## src/rtl/ram_master_pkg.sv

```systemverilog
// Shared types and constants for the ram_burst_master slice: FSM state encoding and default geometry.
package ram_master_pkg;

    localparam int DW_DEF     = 32;
    localparam int AW_DEF     = 8;
    localparam int RD_LAT_MAX = 4;

    typedef enum logic [2:0] {
        IDLE  = 3'd0,
        WRITE = 3'd1,
        READ  = 3'd2,
        DRAIN = 3'd3,
        DONE  = 3'd4
    } state_t;

endpackage

```

## src/rtl/ram_burst_master_if.sv

```systemverilog
// Request / write-stream / read-stream / RAM-side signal bundle for ram_burst_master.
// Modport master is the controller view; modport slave is the client-plus-RAM view.
interface ram_burst_master_if #(
    parameter int DW = 32,
    parameter int AW = 8
) ();

    logic          req_valid;
    logic          req_ready;
    logic          req_write;
    logic [AW-1:0] req_adr;
    logic [AW-1:0] req_len;
    logic [DW-1:0] wr_data;
    logic          wr_valid;
    logic          wr_ready;
    logic [DW-1:0] rd_data;
    logic          rd_valid;
    logic          busy;
    logic          done;
    logic          ram_we;
    logic          ram_start;
    logic [AW-1:0] ram_adr;
    logic [DW-1:0] ram_din;
    logic [DW-1:0] ram_dout;

    modport master (
        input  req_valid, req_write, req_adr, req_len, wr_data, wr_valid, ram_dout,
        output req_ready, wr_ready, rd_data, rd_valid, busy, done,
               ram_we, ram_start, ram_adr, ram_din
    );

    modport slave (
        output req_valid, req_write, req_adr, req_len, wr_data, wr_valid, ram_dout,
        input  req_ready, wr_ready, rd_data, rd_valid, busy, done,
               ram_we, ram_start, ram_adr, ram_din
    );

endinterface

```

## src/rtl/ram_rd_pipe.sv

```systemverilog
// Read-return pipe: RD_LAT-deep tag shift register aligned to the RAM read latency,
// registered data capture and rd_valid generation, plus an empty flag for the drain phase.
module ram_rd_pipe #(
    parameter int DW     = 32,
    parameter int RD_LAT = 1
) (
    input  logic          clk,
    input  logic          rst_n,
    input  logic          push,
    input  logic [DW-1:0] ram_dout,
    output logic [DW-1:0] rd_data,
    output logic          rd_valid,
    output logic          empty
);

    logic [RD_LAT-1:0] tag_r;
    logic [RD_LAT-1:0] tag_next_s;
    logic [DW-1:0]     rd_data_r;
    logic              rd_valid_r;

    // a tag in the top stage means ram_dout carries that beat's data this cycle
    generate
        if (RD_LAT == 1) begin : g_one
            assign tag_next_s = push;
        end else begin : g_many
            assign tag_next_s = {tag_r[RD_LAT-2:0], push};
        end
    endgenerate

    // tag shift, data capture and valid pulse
    always_ff @(posedge clk or negedge rst_n) begin
        if (!rst_n) begin
            tag_r      <= {RD_LAT{1'b0}};
            rd_data_r  <= {DW{1'b0}};
            rd_valid_r <= 1'b0;
        end else begin
            tag_r      <= tag_next_s;
            rd_valid_r <= tag_r[RD_LAT-1];
            if (tag_r[RD_LAT-1]) begin
                rd_data_r <= ram_dout;
            end
        end
    end

    assign rd_data  = rd_data_r;
    assign rd_valid = rd_valid_r;
    assign empty    = ~|tag_r;

endmodule

```

## src/rtl/ram_burst_master.sv

```systemverilog
// Burst initiator for the single-port ram: IDLE/WRITE/READ/DRAIN/DONE sequencer driving we/start/adr/din.
// Optional macro RAM_MASTER_WRAP_CHK_EN adds an err output and rejects bursts that would wrap the address space.
module ram_burst_master
    import ram_master_pkg::*;
#(
    parameter int DW     = DW_DEF,
    parameter int AW     = AW_DEF,
    parameter int RD_LAT = 1
) (
    input  logic clk,
    input  logic rst_n,
`ifdef RAM_MASTER_WRAP_CHK_EN
    output logic err,
`endif
    ram_burst_master_if.master bus
);

    localparam logic [AW-1:0] ADR_ONE  = {{(AW-1){1'b0}}, 1'b1};
    localparam logic [AW-1:0] ADR_ZERO = {AW{1'b0}};

    state_t        state_r;
    state_t        state_next_s;
    logic [AW-1:0] cur_adr_r;
    logic [AW-1:0] beats_left_r;
    logic [DW-1:0] din_hold_r;

    logic accept_s;
    logic last_s;
    logic pipe_empty_s;
    logic ovf_s;

    logic req_ready_s;
    logic wr_ready_s;
    logic ram_we_s;
    logic ram_start_s;
    logic push_s;
    logic busy_s;
    logic done_s;

    assign accept_s = bus.req_valid && (state_r == IDLE);
    assign last_s   = (beats_left_r == ADR_ZERO);

`ifdef RAM_MASTER_WRAP_CHK_EN
    logic [AW:0] span_s;
    logic        err_r;

    // carry out of base+len means the burst would cross the top of the address space
    assign span_s = {1'b0, bus.req_adr} + {1'b0, bus.req_len};
    assign ovf_s  = span_s[AW];

    // err is held for exactly the DONE cycle of a rejected request
    always_ff @(posedge clk or negedge rst_n) begin
        if (!rst_n) begin
            err_r <= 1'b0;
        end else if (accept_s) begin
            err_r <= ovf_s;
        end else if (state_r == DONE) begin
            err_r <= 1'b0;
        end else begin
            err_r <= err_r;
        end
    end

    assign err = err_r;
`else
    assign ovf_s = 1'b0;
`endif

    // state register
    always_ff @(posedge clk or negedge rst_n) begin
        if (!rst_n) begin
            state_r <= IDLE;
        end else begin
            state_r <= state_next_s;
        end
    end

    // next-state logic
    always_comb begin
        state_next_s = state_r;
        case (state_r)
            IDLE: begin
                if (bus.req_valid) begin
                    if (ovf_s) begin
                        state_next_s = DONE;
                    end else if (bus.req_write) begin
                        state_next_s = WRITE;
                    end else begin
                        state_next_s = READ;
                    end
                end else begin
                    state_next_s = IDLE;
                end
            end
            WRITE: begin
                if (bus.wr_valid && last_s) begin
                    state_next_s = DONE;
                end else begin
                    state_next_s = WRITE;
                end
            end
            READ: begin
                if (last_s) begin
                    state_next_s = DRAIN;
                end else begin
                    state_next_s = READ;
                end
            end
            DRAIN: begin
                if (pipe_empty_s) begin
                    state_next_s = DONE;
                end else begin
                    state_next_s = DRAIN;
                end
            end
            DONE:    state_next_s = IDLE;
            default: state_next_s = IDLE;
        endcase
    end

    // output decode; RAM strobes depend only on the registered state and the write stream
    always_comb begin
        req_ready_s = 1'b0;
        wr_ready_s  = 1'b0;
        ram_we_s    = 1'b0;
        ram_start_s = 1'b0;
        push_s      = 1'b0;
        busy_s      = 1'b1;
        done_s      = 1'b0;
        case (state_r)
            IDLE: begin
                req_ready_s = 1'b1;
                busy_s      = 1'b0;
            end
            WRITE: begin
                wr_ready_s = 1'b1;
                if (bus.wr_valid) begin
                    ram_we_s    = 1'b1;
                    ram_start_s = 1'b1;
                end else begin
                    ram_we_s    = 1'b0;
                    ram_start_s = 1'b0;
                end
            end
            READ: begin
                ram_start_s = 1'b1;
                push_s      = 1'b1;
            end
            DRAIN: begin
                ram_start_s = 1'b0;
            end
            DONE: begin
                done_s = 1'b1;
            end
            default: begin
                busy_s = 1'b0;
            end
        endcase
    end

    // burst address / beat counters and the idle value of ram_din
    always_ff @(posedge clk or negedge rst_n) begin
        if (!rst_n) begin
            cur_adr_r    <= ADR_ZERO;
            beats_left_r <= ADR_ZERO;
            din_hold_r   <= {DW{1'b0}};
        end else begin
            if (accept_s) begin
                cur_adr_r    <= bus.req_adr;
                beats_left_r <= bus.req_len;
            end else if (ram_start_s) begin
                cur_adr_r    <= cur_adr_r + ADR_ONE;
                beats_left_r <= beats_left_r - ADR_ONE;
            end
            if (ram_we_s) begin
                din_hold_r <= bus.wr_data;
            end
        end
    end

    ram_rd_pipe #(
        .DW     (DW),
        .RD_LAT (RD_LAT)
    ) u_rd_pipe (
        .clk      (clk),
        .rst_n    (rst_n),
        .push     (push_s),
        .ram_dout (bus.ram_dout),
        .rd_data  (bus.rd_data),
        .rd_valid (bus.rd_valid),
        .empty    (pipe_empty_s)
    );

    assign bus.req_ready = req_ready_s;
    assign bus.wr_ready  = wr_ready_s;
    assign bus.busy      = busy_s;
    assign bus.done      = done_s;
    assign bus.ram_we    = ram_we_s;
    assign bus.ram_start = ram_start_s;
    assign bus.ram_adr   = cur_adr_r;
    assign bus.ram_din   = ram_we_s ? bus.wr_data : din_hold_r;

endmodule

```

## src/flat_wrapper.sv

```systemverilog
// flat-port wrapper written by rule: the top's interface ports become plain ports
module ram_burst_master_flat import ram_master_pkg::*;
#(
    parameter int DW     = DW_DEF,
    parameter int AW     = AW_DEF,
    parameter int RD_LAT = 1
)
  (clk, rst_n, bus_req_valid, bus_req_write, bus_req_adr, bus_req_len, bus_wr_data, bus_wr_valid, bus_ram_dout, bus_req_ready, bus_wr_ready, bus_rd_data, bus_rd_valid, bus_busy, bus_done, bus_ram_we, bus_ram_start, bus_ram_adr, bus_ram_din);
  ram_burst_master_if #(.DW(DW), .AW(AW)) bus_i ();
  input  logic clk;
  input  logic rst_n;
  input wire logic [$bits(bus_i.req_valid)-1:0] bus_req_valid;
  input wire logic [$bits(bus_i.req_write)-1:0] bus_req_write;
  input wire logic [$bits(bus_i.req_adr)-1:0] bus_req_adr;
  input wire logic [$bits(bus_i.req_len)-1:0] bus_req_len;
  input wire logic [$bits(bus_i.wr_data)-1:0] bus_wr_data;
  input wire logic [$bits(bus_i.wr_valid)-1:0] bus_wr_valid;
  input wire logic [$bits(bus_i.ram_dout)-1:0] bus_ram_dout;
  output wire logic [$bits(bus_i.req_ready)-1:0] bus_req_ready;
  output wire logic [$bits(bus_i.wr_ready)-1:0] bus_wr_ready;
  output wire logic [$bits(bus_i.rd_data)-1:0] bus_rd_data;
  output wire logic [$bits(bus_i.rd_valid)-1:0] bus_rd_valid;
  output wire logic [$bits(bus_i.busy)-1:0] bus_busy;
  output wire logic [$bits(bus_i.done)-1:0] bus_done;
  output wire logic [$bits(bus_i.ram_we)-1:0] bus_ram_we;
  output wire logic [$bits(bus_i.ram_start)-1:0] bus_ram_start;
  output wire logic [$bits(bus_i.ram_adr)-1:0] bus_ram_adr;
  output wire logic [$bits(bus_i.ram_din)-1:0] bus_ram_din;
  assign bus_i.req_valid = bus_req_valid;
  assign bus_i.req_write = bus_req_write;
  assign bus_i.req_adr = bus_req_adr;
  assign bus_i.req_len = bus_req_len;
  assign bus_i.wr_data = bus_wr_data;
  assign bus_i.wr_valid = bus_wr_valid;
  assign bus_i.ram_dout = bus_ram_dout;
  assign bus_req_ready = bus_i.req_ready;
  assign bus_wr_ready = bus_i.wr_ready;
  assign bus_rd_data = bus_i.rd_data;
  assign bus_rd_valid = bus_i.rd_valid;
  assign bus_busy = bus_i.busy;
  assign bus_done = bus_i.done;
  assign bus_ram_we = bus_i.ram_we;
  assign bus_ram_start = bus_i.ram_start;
  assign bus_ram_adr = bus_i.ram_adr;
  assign bus_ram_din = bus_i.ram_din;
  ram_burst_master #(.DW(DW), .AW(AW), .RD_LAT(RD_LAT)) u_core (.clk(clk), .rst_n(rst_n), .bus(bus_i));
endmodule
```

## config.mk

```make
export PLATFORM = sky130hd
export DESIGN_NAME = ram_burst_master_flat
export DESIGN_NICKNAME = d
export VERILOG_FILES = /design/src/rtl/ram_master_pkg.sv /design/src/rtl/ram_burst_master_if.sv /design/src/rtl/ram_rd_pipe.sv /design/src/rtl/ram_burst_master.sv /design/src/flat_wrapper.sv
export SDC_FILE = /design/constraint.sdc
export NUM_CORES = 1
export LEC_CHECK = 0
export ABC_AREA = 1
export ABC_CLOCK_PERIOD_IN_PS = 1700
export BUFFER_PORTS_ARGS = -buffer_cell sky130_fd_sc_hd__clkbuf_2
export CAP_MARGIN = 15
export CORE_MARGIN = 3
export CORE_UTILIZATION = 35
export CTS_CLUSTER_SIZE = 24
export DETAILED_ROUTE_END_ITERATION = 10
export SYNTH_ARGS = -nofsm -noshare
export SYNTH_HDL_FRONTEND = slang
export SYNTH_SLANG_ARGS = --single-unit
```

## constraint.sdc

```tcl
create_clock -name clk -period 1.7 [get_ports clk]
set_input_delay 0.085 -clock clk [delete_from_list [all_inputs] [get_ports clk]]
set_output_delay 0.085 -clock clk [all_outputs]
set_load 0.01 [all_outputs]
```

==> summary.md <==
| Metric | Value |
|---|---|
| Fin cells | `800` |
| HP Class | `in -> reg` |
| Ant diodes | `0` |
| Register area share after synthesis | `55.9%` |
| Number of I/O port buffers | `163` |
| Clk slew on worst S/H paths | `~0.09 ns` |
| Synth cell types | `24` |
| RSZ-0062 raised after global routing | `true` |
| DP HPWL | `7.21 mm` |
| Placed instance count | `702` |
| Post-Syn Instances | `412` |
| Hold_sp | `bus_req_len[1]` |
| Final setup vio count | `0` |
| Skew final | `just over 0.009 ns` |
| I/O pin cnt | `between 150 and 200` |
| Vias in the first global route | `between 3000 and 4000` |
| Total number of vias | `between 3000 and 4000` |
| CP startpoint kind | `register` |
| Crit path DAT | `roughly 1.6 ns` |
| Max-slew violations | `0` |
| Area of the core | `10500 um2` |
| Status | `finished clean` |
| Filler cells | `900` |
| R2R depth | `7` |
| Yosys warns | `0` |
| CTS Sinks | `85` |
| Clock Latency Late Sink | `~0.34 ns` |
| Fin area | `roughly 6000 um2` |
| Global-route wire length before repair | `16.4 mm` |
| Area of the mapped netlist | `approximately 3800 um2` |
| Ys flop type | `dfrtp_1` |
| Initial antenna violation count | `0` |
| Avg Cell Area, Syn | `roughly 9.2 um2` |
| Minimum clock period | `~1.7 ns` |
| Hold Fails Final Rpt | `0` |
| Place WS | `between 0.1 and 0.15 ns` |
| DRT Pass-1 Iters | `4` |
| Critical path capture point type | `output pin` |
| Largest net degree at the start of global routing | `between 50 and 60` |
| Die X | `110 um` |
| H-tree Lvls | `3` |
| Layout cells sized above 1 | `a little over two fifths` |
| DRC violations left | `0` |
| Die Y | `between 100 and 150 um` |
| Final RePlAce weighted congestion | `around 0.85` |
| CTS Buf Count | `9` |
| Worst reg2reg setup slack | `around 0.15 ns` |
| R2r endpoint | `u_core.beats_left_r[0]` |
| Flops & latches, synth | `between 80 and 90` |
| Avg WL per Cell | `around 14 um` |
| Worst Hold Path Cells | `3` |
| Worst Max-Slew Pin Slew | `0.484 ns` |
| Hold endpoint | `u_core.beats_left_r[1]` |
| Fmax achieved | `601 MHz` |
| Worst path required time | `~1.6 ns` |
| CTS tree | `yes` |
| Total length of routed wires | `11.2 mm` |
| Critical path fanouts, max | `8` |
| Overall global routing resource usage | `between 10% and 20%` |
| Initial Util | `a little over a third` |
| Mapped Nets | `500` |
| Placement Cell Area | `about 4800 um2` |
| Row cnt | `37` |
| Register area | `~2100 um2` |
| Worst IR Drop VDD | `around 0.72 mV` |
| Die area | `12200 um2` |
| Pleak | `3.16 nW` |
| Vias per cell | `between 4 and 5` |
| Worst r2r src | `u_core.state_r[2]` |
| Max-slew headroom | `67.7%` |
| Worst setup path class | `reg -> out` |
| Setup TNS | `0 ns` |
| Grt ovf | `0` |
| Post-synth EDFFs | `0` |
| Drt initial violations | `145` |
| Multi-input gate area | `1540 um2` |
| Period utilization | `between 90% and 100%` |
| Root Buffer | `clkbuf_8` |
| Post-synth ARST share | `100%` |
| Net count, final | `approximately 750` |
| Final setup margin | `roughly 0.037 ns` |
| Pwr per Cell Area | `~1700 nW/um2` |
| Deepest clock path buffer count | `2` |
| Max-Cap Viols | `0` |
| P&R area growth vs syn | `57.3%` |
| Post-route ant nets | `0` |
==> worst max path at each step <==
| stage | slack [ns] | cells after the start | from | endpoint |
|---|---|---|---|---|
| after floorplan | 0.40 | 8 | u_core.state_r[0] | u_core.bus.ram_adr[1] |
| after global placement | 0.18 | 8 | u_core.state_r[1] | u_core.beats_left_r[7] |
| after detailed placement | 0.12 | 8 | u_core.state_r[1] | u_core.beats_left_r[7] |
| after CTS | 0.006 | 7 | u_core.state_r[1] | bus_ram_din[6] |
| after global routing | -0.05 | 7 | u_core.state_r[2] | bus_ram_din[12] |
| final | 0.04 | 7 | u_core.state_r[2] | bus_ram_din[12] |
==> what timing repair did <==
item / in CTS / in global routing
endpoints found under the hold margin: 101 / 0
resized for setup: 5 / 77
gates cloned: 1 / 2
hold buffers: 67 / 0
buffers inserted: 3 / 9
pin swaps: 1 / 14
endpoints found under the setup margin: 32 / 38
==> where the power goes <==
group	switching (mW)	internal, mW
registers	0.585	3.01
clock network	0.783	0.595
logic	2.88	2.57
total	4.25	6.18
==> logic make-up after synthesis <==
group / Yosys count / share of synthesized area [%]
and+or+nand+nor: 228 / 25.4
DFF: 85 / 55.9
buffers and inverters: 47 / 5.69
muxes: 32 / 9.47
AOI/OAI and AO/OA: 16 / 2.33
adders and majority gates: 3 / 0.986
xor gates and xnor gates: 1 / 0.230
==> cell type report <==
cell class              count  share of cell area, %
flip-flops and latches     85                   35.6
repair buffers            252                   30.6
multi-input cells         280                   25.7
well taps                 136                   2.84
clock buffers              10                   2.30
inverters                  31                   2.13
clock inverters             6                  0.857
==> layer usage <==
metal	part of all wire (%)	up-vias	wire length (um)	track usage [%]
met5	0	-	0	0
met4	1.3	0	145	3.96
met3	6.3	13	702	4.19
met2	51	110	5700	31.0
met1	41	1663	4630	20.7
li1	-	1795	-	-
==> critical path, stage by stage (launching register included) <==
cell and delay, ns:
dfrtp_1 0.42, nor2_4 0.14, nand3_4 0.12, inv_8 0.11
clkbuf_16 0.15, nand2_1 0.05, nand2_1 0.08, buf_2 0.15
==> flip-flops by register name, summed over array words and instances, names as in the netlist <==
name	count
u_core.beats_left_r	8
u_core.state_r	3
u_core.bus.ram_adr	8
u_core.u_rd_pipe.rd_data	32
u_core.u_rd_pipe.rd_valid	1
u_core.u_rd_pipe.tag_r	1
u_core.din_hold_r	32
==> Yosys cell counts (2+ instances only) <==
library cell | count | share of area, %
nor2_1 | 17 | 1.7
dfrtp_1 | 85 | 56
o211ai_1 | 3 | 0.59
clkbuf_1 | 3 | 0.30
nand4_1 | 4 | 0.66
buf_4 | 2 | 0.39
buf_2 | 8 | 1.1
mux2_2 | 32 | 9.5
nand2_1 | 170 | 17
o21ai_0 | 7 | 0.92
or2_2 | 6 | 0.99
inv_2 | 3 | 0.30
nand3_1 | 24 | 3.2
o21ai_1 | 5 | 0.66
buf_6 | 3 | 0.89
nand3_4 | 3 | 1.4
ha_1 | 3 | 0.99
inv_1 | 28 | 2.8
==> cell usage in the layout (no fill, tap or decap), drive strengths merged <==
cell and instances:
xor2 1, nand4 4, nand3b 1, inv 34, clkbuf 145, nor3 1
clkinv 1, dlygate4sd3 67, clkinvlp 2, dfrtp 85, o21ai 12, mux2 32
buf 50, o211ai 3, ha 3, nand3 27, o22ai 1, nor2 18
or2 7, nand2 170
==> stage by stage <==
step,power [mW],utilization [%],hold WS [ns]
final,10.4,57.2,0.0252
after floorplan,6.55,-,-0.211
after global routing,11.3,57.2,0.0328
after CTS,9.93,54.4,0.00464
after detailed placement,8.29,45.6,0.0814
after global placement,8.16,45.6,0.0802
No activity file was read; power rests on OpenSTA's default activity.
